--- config.mk ---
export PLATFORM = sky130hd
export DESIGN_NAME = axi_stream_packet_arbiter
export DESIGN_NICKNAME = d
export VERILOG_FILES = /design/src/rtl/axi_stream_pkg.sv /design/src/rtl/axi_stream_skid_buffer.sv /design/src/rtl/axi_stream_packet_arbiter.sv
export SDC_FILE = /design/constraint.sdc
export NUM_CORES = 1
export LEC_CHECK = 0
export CORE_ASPECT_RATIO = 1.2
export CORE_MARGIN = 3
export CORE_UTILIZATION = 44
export CTS_CLUSTER_SIZE = 25
export DETAILED_ROUTE_END_ITERATION = 8
export PLACE_DENSITY_LB_ADDON = 0.12
export SYNTH_ARGS = -nofsm -noshare
export SYNTH_HDL_FRONTEND = slang
export SYNTH_SLANG_ARGS = --single-unit
--- constraint.sdc ---
create_clock -name clk -period 3.8 [get_ports clk]
set_input_delay 0.76 -clock clk [delete_from_list [all_inputs] [get_ports clk]]
set_output_delay 0.76 -clock clk [all_outputs]
set_load 0.005 [all_outputs]
--- src/rtl/axi_stream_pkg.sv ---
// Shared definitions for the AXI-Stream blocks.
//   arb_state_t  : packet arbiter FSM state (IDLE waits for requests, BUSY forwards one packet)
//   index_width  : width needed to index n items, never less than 1
package axi_stream_pkg;

    typedef enum logic {
        IDLE = 1'b0,
        BUSY = 1'b1
    } arb_state_t;

    function automatic int index_width(input int n);
        return (n > 1) ? $clog2(n) : 1;
    endfunction

endpackage

--- src/rtl/axi_stream_skid_buffer.sv ---
// Two-entry registered AXI-Stream slice.
// Both directions are registered: s_ready comes straight from a flop, so there is
// no combinational path from m_ready back to the source. Latency is one cycle and a
// continuously high m_ready gives one beat per cycle.
// Ports:
//   clk, reset                       clock, asynchronous active-high reset
//   s_valid/s_ready + s_* payload    upstream beat (data, strb, keep, last, user, id)
//   m_valid/m_ready + m_* payload    downstream beat, payload held while stalled
module axi_stream_skid_buffer #(
    parameter int byte_width = 4,
    parameter int user_width = 1,
    parameter int id_width   = 2
) (
    input  logic                    clk,
    input  logic                    reset,
    input  logic                    s_valid,
    output logic                    s_ready,
    input  logic [8*byte_width-1:0] s_data,
    input  logic [byte_width-1:0]   s_strb,
    input  logic [byte_width-1:0]   s_keep,
    input  logic                    s_last,
    input  logic [user_width-1:0]   s_user,
    input  logic [id_width-1:0]     s_id,
    output logic                    m_valid,
    input  logic                    m_ready,
    output logic [8*byte_width-1:0] m_data,
    output logic [byte_width-1:0]   m_strb,
    output logic [byte_width-1:0]   m_keep,
    output logic                    m_last,
    output logic [user_width-1:0]   m_user,
    output logic [id_width-1:0]     m_id
);

    localparam int PW = 8*byte_width + 2*byte_width + 1 + user_width + id_width;

    logic [PW-1:0] in_pl;
    logic [PW-1:0] out_pl;
    logic [PW-1:0] skid_pl;
    logic          out_valid;
    logic          skid_valid;

    assign in_pl   = {s_data, s_strb, s_keep, s_last, s_user, s_id};
    // Accept whenever the spare entry is free; a beat that arrives while the output
    // is stalled parks there, which is what lets s_ready be a plain register.
    assign s_ready = !skid_valid;
    assign m_valid = out_valid;
    assign {m_data, m_strb, m_keep, m_last, m_user, m_id} = out_pl;

    always_ff @(posedge clk or posedge reset) begin
        if (reset) begin
            out_pl     <= '0;
            skid_pl    <= '0;
            out_valid  <= 1'b0;
            skid_valid <= 1'b0;
        end else begin
            if (m_ready || !out_valid) begin
                // Output slot frees up: the parked beat is older, so it goes first.
                // While it is parked s_ready is low, so no new beat can arrive.
                if (skid_valid) begin
                    out_pl     <= skid_pl;
                    out_valid  <= 1'b1;
                    skid_valid <= 1'b0;
                end else if (s_valid) begin
                    out_pl    <= in_pl;
                    out_valid <= 1'b1;
                end else begin
                    out_valid <= 1'b0;
                end
            end else if (s_valid && !skid_valid) begin
                skid_pl    <= in_pl;
                skid_valid <= 1'b1;
            end
        end
    end

endmodule

--- src/rtl/axi_stream_packet_arbiter.sv ---
// Round-robin, packet-granular AXI-Stream arbiter with a registered output.
// A grant is taken in IDLE and held in BUSY until the granted input's tlast beat
// transfers; one IDLE cycle separates consecutive packets. m_tid carries the index
// of the input that sourced each beat.
// Handshake: a beat moves on a port in any cycle where its valid and ready are both
// high; valid never waits for ready, and once high it and the payload hold until
// the transfer.
// Ports:
//   clk, reset                                 clock, asynchronous active-high reset
//   s_tvalid/s_tready/s_tlast                  per-input handshake and end of packet
//   s_tdata/s_tstrb/s_tkeep/s_tuser            concatenated payloads, input i at slice i
//   m_tvalid/m_tready                          shared output handshake
//   m_tdata/m_tstrb/m_tkeep/m_tlast/m_tuser    muxed, registered payload
//   m_tid                                      source input index of the beat
module axi_stream_packet_arbiter
    import axi_stream_pkg::*;
#(
    parameter  int NUM_INPUTS = 4,
    parameter  int byte_width = 4,
    parameter  int user_width = 1,
    localparam int SEL_WIDTH  = index_width(NUM_INPUTS)
) (
    input  logic                               clk,
    input  logic                               reset,
    input  logic [NUM_INPUTS-1:0]              s_tvalid,
    output logic [NUM_INPUTS-1:0]              s_tready,
    input  logic [NUM_INPUTS*8*byte_width-1:0] s_tdata,
    input  logic [NUM_INPUTS*byte_width-1:0]   s_tstrb,
    input  logic [NUM_INPUTS*byte_width-1:0]   s_tkeep,
    input  logic [NUM_INPUTS-1:0]              s_tlast,
    input  logic [NUM_INPUTS*user_width-1:0]   s_tuser,
    output logic                               m_tvalid,
    input  logic                               m_tready,
    output logic [8*byte_width-1:0]            m_tdata,
    output logic [byte_width-1:0]              m_tstrb,
    output logic [byte_width-1:0]              m_tkeep,
    output logic                               m_tlast,
    output logic [user_width-1:0]              m_tuser,
    output logic [SEL_WIDTH-1:0]               m_tid
);

    localparam int DW = 8*byte_width;

    arb_state_t           state, state_nxt;
    logic [SEL_WIDTH-1:0] grant, grant_nxt;
    logic [SEL_WIDTH-1:0] rr_ptr, rr_ptr_nxt;
    logic [SEL_WIDTH-1:0] pick_idx;
    logic [SEL_WIDTH-1:0] cand_idx;
    logic                 pick_found;

    logic                  sel_valid;
    logic                  sel_last;
    logic [DW-1:0]         sel_data;
    logic [byte_width-1:0] sel_strb;
    logic [byte_width-1:0] sel_keep;
    logic [user_width-1:0] sel_user;

    logic skid_ready;
    logic skid_valid;

    // Round-robin pick: scan rr_ptr+1, rr_ptr+2, ... wrapping, first requester wins.
    // rr_ptr is the last input served, so it lands at the back of the order.
    always_comb begin
        pick_found = 1'b0;
        pick_idx   = '0;
        cand_idx   = '0;
        for (int k = 1; k <= NUM_INPUTS; k++) begin
            cand_idx = SEL_WIDTH'((32'(rr_ptr) + 32'(k)) % 32'(NUM_INPUTS));
            if (!pick_found && s_tvalid[cand_idx]) begin
                pick_found = 1'b1;
                pick_idx   = cand_idx;
            end
        end
    end

    // Payload and handshake of the granted input.
    always_comb begin
        sel_valid = 1'b0;
        sel_last  = 1'b0;
        sel_data  = '0;
        sel_strb  = '0;
        sel_keep  = '0;
        sel_user  = '0;
        for (int i = 0; i < NUM_INPUTS; i++) begin
            if (grant == SEL_WIDTH'(i)) begin
                sel_valid = s_tvalid[i];
                sel_last  = s_tlast[i];
                sel_data  = s_tdata[i*DW +: DW];
                sel_strb  = s_tstrb[i*byte_width +: byte_width];
                sel_keep  = s_tkeep[i*byte_width +: byte_width];
                sel_user  = s_tuser[i*user_width +: user_width];
            end
        end
    end

    // Only the granted input ever sees ready, and only while BUSY.
    always_comb begin
        s_tready = '0;
        for (int i = 0; i < NUM_INPUTS; i++) begin
            s_tready[i] = (state == BUSY) && (grant == SEL_WIDTH'(i)) && skid_ready;
        end
    end

    assign skid_valid = (state == BUSY) && sel_valid;

    always_ff @(posedge clk or posedge reset) begin
        if (reset) begin
            state  <= IDLE;
            grant  <= '0;
            rr_ptr <= SEL_WIDTH'(NUM_INPUTS - 1);
        end else begin
            state  <= state_nxt;
            grant  <= grant_nxt;
            rr_ptr <= rr_ptr_nxt;
        end
    end

    always_comb begin
        state_nxt  = state;
        grant_nxt  = grant;
        rr_ptr_nxt = rr_ptr;
        case (state)
            IDLE: begin
                if (pick_found) begin
                    grant_nxt = pick_idx;
                    state_nxt = BUSY;
                end
            end
            BUSY: begin
                // Grant survives source gaps; only the tlast transfer releases it.
                if (sel_valid && skid_ready && sel_last) begin
                    rr_ptr_nxt = grant;
                    state_nxt  = IDLE;
                end
            end
            default: state_nxt = IDLE;
        endcase
    end

    axi_stream_skid_buffer #(
        .byte_width (byte_width),
        .user_width (user_width),
        .id_width   (SEL_WIDTH)
    ) u_skid (
        .clk     (clk),
        .reset   (reset),
        .s_valid (skid_valid),
        .s_ready (skid_ready),
        .s_data  (sel_data),
        .s_strb  (sel_strb),
        .s_keep  (sel_keep),
        .s_last  (sel_last),
        .s_user  (sel_user),
        .s_id    (grant),
        .m_valid (m_tvalid),
        .m_ready (m_tready),
        .m_data  (m_tdata),
        .m_strb  (m_tstrb),
        .m_keep  (m_tkeep),
        .m_last  (m_tlast),
        .m_user  (m_tuser),
        .m_id    (m_tid)
    );

endmodule

Yosys cells after proc, flatten, opt, wreduce, memory -nomap -nowiden
Cells that the tools add are included.
Word-level totals
  register bits after elaboration: 95
  input port bits: 175
  word-level logic and storage cells: 97
Operators by class
  $add $sub $neg: 4
  order comparisons: 4
  equal/unequal tests: 3
  muxes and demuxes: 49
  bitwise operators: 2
  reduce and logical (&&, ||, !) cells: 28
Operator list (count)
  32-bit 2-to-1 mux: 4
  44-bit 2-to-1 mux: 2
  4-bit 2-to-1 mux: 8
  1-bit 2-to-1 mux: 26
  1-bit logical AND: 15
  2-bit by 3-bit < comparator with 1-bit output, second input constant: 4
  1-bit binary-select mux with 2-bit select: 4
  2-bit 2-to-1 mux: 4
  2-bit AND reduction: 4
  1-bit logical NOT: 5
  2-bit by 1-bit adder with 2-bit output, second input constant: 2
  2-bit adder, second input constant: 2
  2-bit == test, second input constant: 2
  2-bit nonzero test: 2
  2-bit by 1-bit == test with 1-bit output, second input constant: 1
  2-bit logical NOT: 1
  1-bit NOT: 2
  1-bit one-hot mux with 2 select lines: 1
  1-bit logical OR: 1

Logic depth before layout (Yosys ltp)
  word-level depth: 15
  gate-level depth with buffers: 7
  mapped depth without buffers: 4

By module
A second synthesis with hierarchy kept.
Unflattened totals
  cells, all modules: 334
  area total of the unflattened synthesis: 5312.6 µm²
By module, submodules not included
  axi_stream_skid_buffer: times used 1, cells each 244, area each 3920.0 µm²
  axi_stream_packet_arbiter: times used 1, cells each 90, area each 1392.6 µm²

Worst setup path before layout
OpenSTA, ideal clock, no wires.
  path kind: reg2out
  from: register grant[0]
  to: output s_tready[0]
  arrival time: 1.309 ns
  data required time: 3.040 ns
  path slack: 1.731 ns
  stages on the path, launching flop included: 6
  buffers on the path: 3
  cells stage by stage: dfrtp_1 > buf_2 > or2_2 > clkbuf_1 > clkbuf_1 > nor3_1
On the way
  longest elaborated chain between the ends: 3
RTL lines
  from (decl): line axi_stream_packet_arbiter.sv:45  | logic [SEL_WIDTH-1:0] grant, grant_nxt;
  from (signal assigned): line axi_stream_packet_arbiter.sv:113  | grant <= grant_nxt;
  2-bit logical NOT: line axi_stream_packet_arbiter.sv:100  | s_tready[i] = (state == BUSY) && (grant == SEL_WIDTH'(i)) && skid_ready;
  1-bit logical AND (2 in a row): line axi_stream_packet_arbiter.sv:100
  to (decl): line axi_stream_packet_arbiter.sv:26  | output logic [NUM_INPUTS-1:0] s_tready,
No other way between the ends.

Worst setup path in the final report
Same ends and word-level chain as after synthesis.

==> impl_metrics.toml <==
[route]
vias_per_cell = 5.56
ant_nets = 0
drt_iter0_markers = 256
first_pass_iters = 5
vias = 5378
drc = 0
wl_per_cell_um = 17.2
routed_wl_um = 16700

[clock_network]
numCtsBuffers = 9
cts_tree = "yes"
ctsResizeCount = 0
cts_htree_levels = 3
root_buffer = "clkbuf_16"
clock_latency_ns = 0.33
cts_sinks = 95
post_cts_buffers = 0
cts_buffer_depth = 2
clkTransAtPathRegs_ns = 0.06
hold_buffers = 0

[sta]
final-setup-viol-count = 0
drv_slew = 0
rsz0062_at_grt = "no"
fin_crit_sh_pct = 75.0
tightest_slew_ns = 0.925
setup_tns_ns = 0
fmax_mhz = 351
hold_viol_final = 0
relSlewSlack_pct = 38.3
period_needed_ns = 2.85
fin_skew_ns = 0.00548

[finish]
fillers = 1036
antennaDiodeCount = 0
drive_gt1_share_pct = 10.0
final_nets = 977
design_area_um2 = 8250
area_growth_syn_to_layout_pct = 46.3
final_common_cell = "clkdlybuf4s50_1"
final_cell_mix = "clkdlybuf4s50_1, o21ai_0, dfrtp_1"

[placed_design]
gp_congestion = 0.840
placed_area_um2 = 7910
dp_hpwl_um = 11500
port_buffers = 223

[critical_path]
crit_slowest_cell = "dfrtp_2"
path_class = "flop to output port"
crit_fanout = 34
slowest_delay_ns = 0.61
crit_arrival_ns = 2.09
cp-start-kind = "flop"
crit_chain = "or2_2 > nor3_1 > clkdlybuf4s50_1"
r2r_slack_ns = 1.14
cp_top_family = "flip-flops"
endpoint_kind = "output port"
cp.required_ns = 3.04
cp_num_buf_inv = 1

[logic_synthesis]
yosysTopAreaCell = "dfrtp_1"
synthDistinctLibCells = 32
synth_top_area_share_pct = 41.3
synth-seq-cells = 95
synth_warnings = 0
synth_area_per_cell_um2 = 9.15
syn_nets = 791
synth.yosys.seq_area_share_pct = 42.2
syn_inst = 616
synth_area_leaders = "dfrtp_1, o21ai_0, mux2_2, mux2i_1, nand2_1"
syn-cell-area_um2 = 5640

[global_routing]
grt_pass1_vias = 5417
use_met1_pct = 27.6
grt_first_pass_wirelength_um = 26300
grt_busiest_layer = "met2"
globalRoute.totalOverflow = 0
grt_max_degree = 84
track_usage_pct = 23.3
gr-usage-met2_pct = 42.2
antenna_found_initial = 0
grt_use_met3_pct = 4.45

[power]
ir_drop_mv = 0.538
p_per_area_nw_per_um2 = 760
p_leak_nw = 3.35

[floorplanning]
dieArea_um2 = 14200
rows = 44
io_pins = 224
initial_core_util_pct = 45.7
die_h_um = 130
dieWidth_um = 109
coreArea_um2 = 12300

[status]
status = "completed"

[worst_hold_path]
min_path_type = "flop to flop"

[flow_run]
maxCapViolCount = 0
[layout make-up]
type / count / area [um2] / area share (%)
multi-input combinational: 459 / 2980 / 36.1
inverter: 4 / 17.5 / 0.212
timing repair buffer: 233 / 2320 / 28.1
clock buffer: 13 / 250 / 3.03
tap: 161 / 201 / 2.44
clock inverter: 3 / 90.1 / 1.09
sequential: 95 / 2390 / 28.9
[Yosys cell counts, drive strengths merged]
cell type,n
nand2b,1
nor2b,47
mux4,2
nand3,1
clkbuf,36
mux2,45
o22ai,41
inv,4
buf,22
nand2,84
o21ai,133
a21oi,2
o31ai,42
nor2,5
and2,1
mux2i,44
nor3,2
o21a,1
nor4,1
a22oi,1
or2,2
a2bb2oi,1
a31oi,1
dfrtp,93
dfstp,2
and3,2
[cells by family after synthesis]
kind of cell / synth area share [%]
compound gates: 22.7
simple gates: 12.2
flops: 42.2
mux: 17.6
buf+inv: 5.24
[report_power, final]
| group | leakage (nW) | total [mW] | internal [mW] | switching [mW] |
|---|---|---|---|---|
| Clock | 0.164 | 1.03 | 0.662 | 0.369 |
| Sequential | 1.15 | 1.95 | 1.54 | 0.410 |
| Combinational | 2.03 | 3.28 | 1.62 | 1.66 |
| Total | 3.35 | 6.27 | 3.83 | 2.43 |
[path summary, 6_finish.rpt]
kind	from	to	cells past startpoint
setup / recovery	grant[0]	s_tready[0]	3
hold / removal	u_skid.skid_pl[4]	u_skid.skid_pl[4]	2
setup reg to reg	grant[1]	u_skid.skid_pl[28]	5
hold reg to reg	u_skid.skid_pl[4]	u_skid.skid_pl[4]	2
max in group asynchronous	reset	u_skid.skid_pl[7]	3
min in group asynchronous	reset	u_skid.out_pl[18]	2
[metal layers]
layer  wire (um)  vias up
met4         236        0
met1        6330     2564
li1            -     2592
met2        8870      202
met3        1210       20
met5           0        -
[state kept, by name, indices dropped and copies added, names as in the netlist]
name	flops
u_skid.out_pl	44
rr_ptr	2
grant	2
state	1
u_skid.skid_pl	44
u_skid.m_valid	1
u_skid.skid_valid	1
[worst register-to-register path, cell delays in order (launching register included)]
cell,delay [ns]
dfrtp_4,0.82
mux4_2,0.65
nand3_2,0.58
buf_4,0.34
nand2_1,0.10
o21ai_0,0.08
[per-stage QoR]
stage          util (%)  setup slack, ns  instances  hold WS [ns]  power, mW
2_1_floorplan         -            0.566        616         0.450       4.01
3_3_place_gp       64.1            0.787        952         0.461       5.14
3_5_place_dp       64.1            0.739        952         0.471       5.26
4_1_cts            66.9            0.892        968         0.485       6.30
5_1_grt            66.9            0.800        968         0.514       6.77
6_report           66.9            0.949        968         0.482       6.27
No activity file was read; power rests on OpenSTA's default activity.
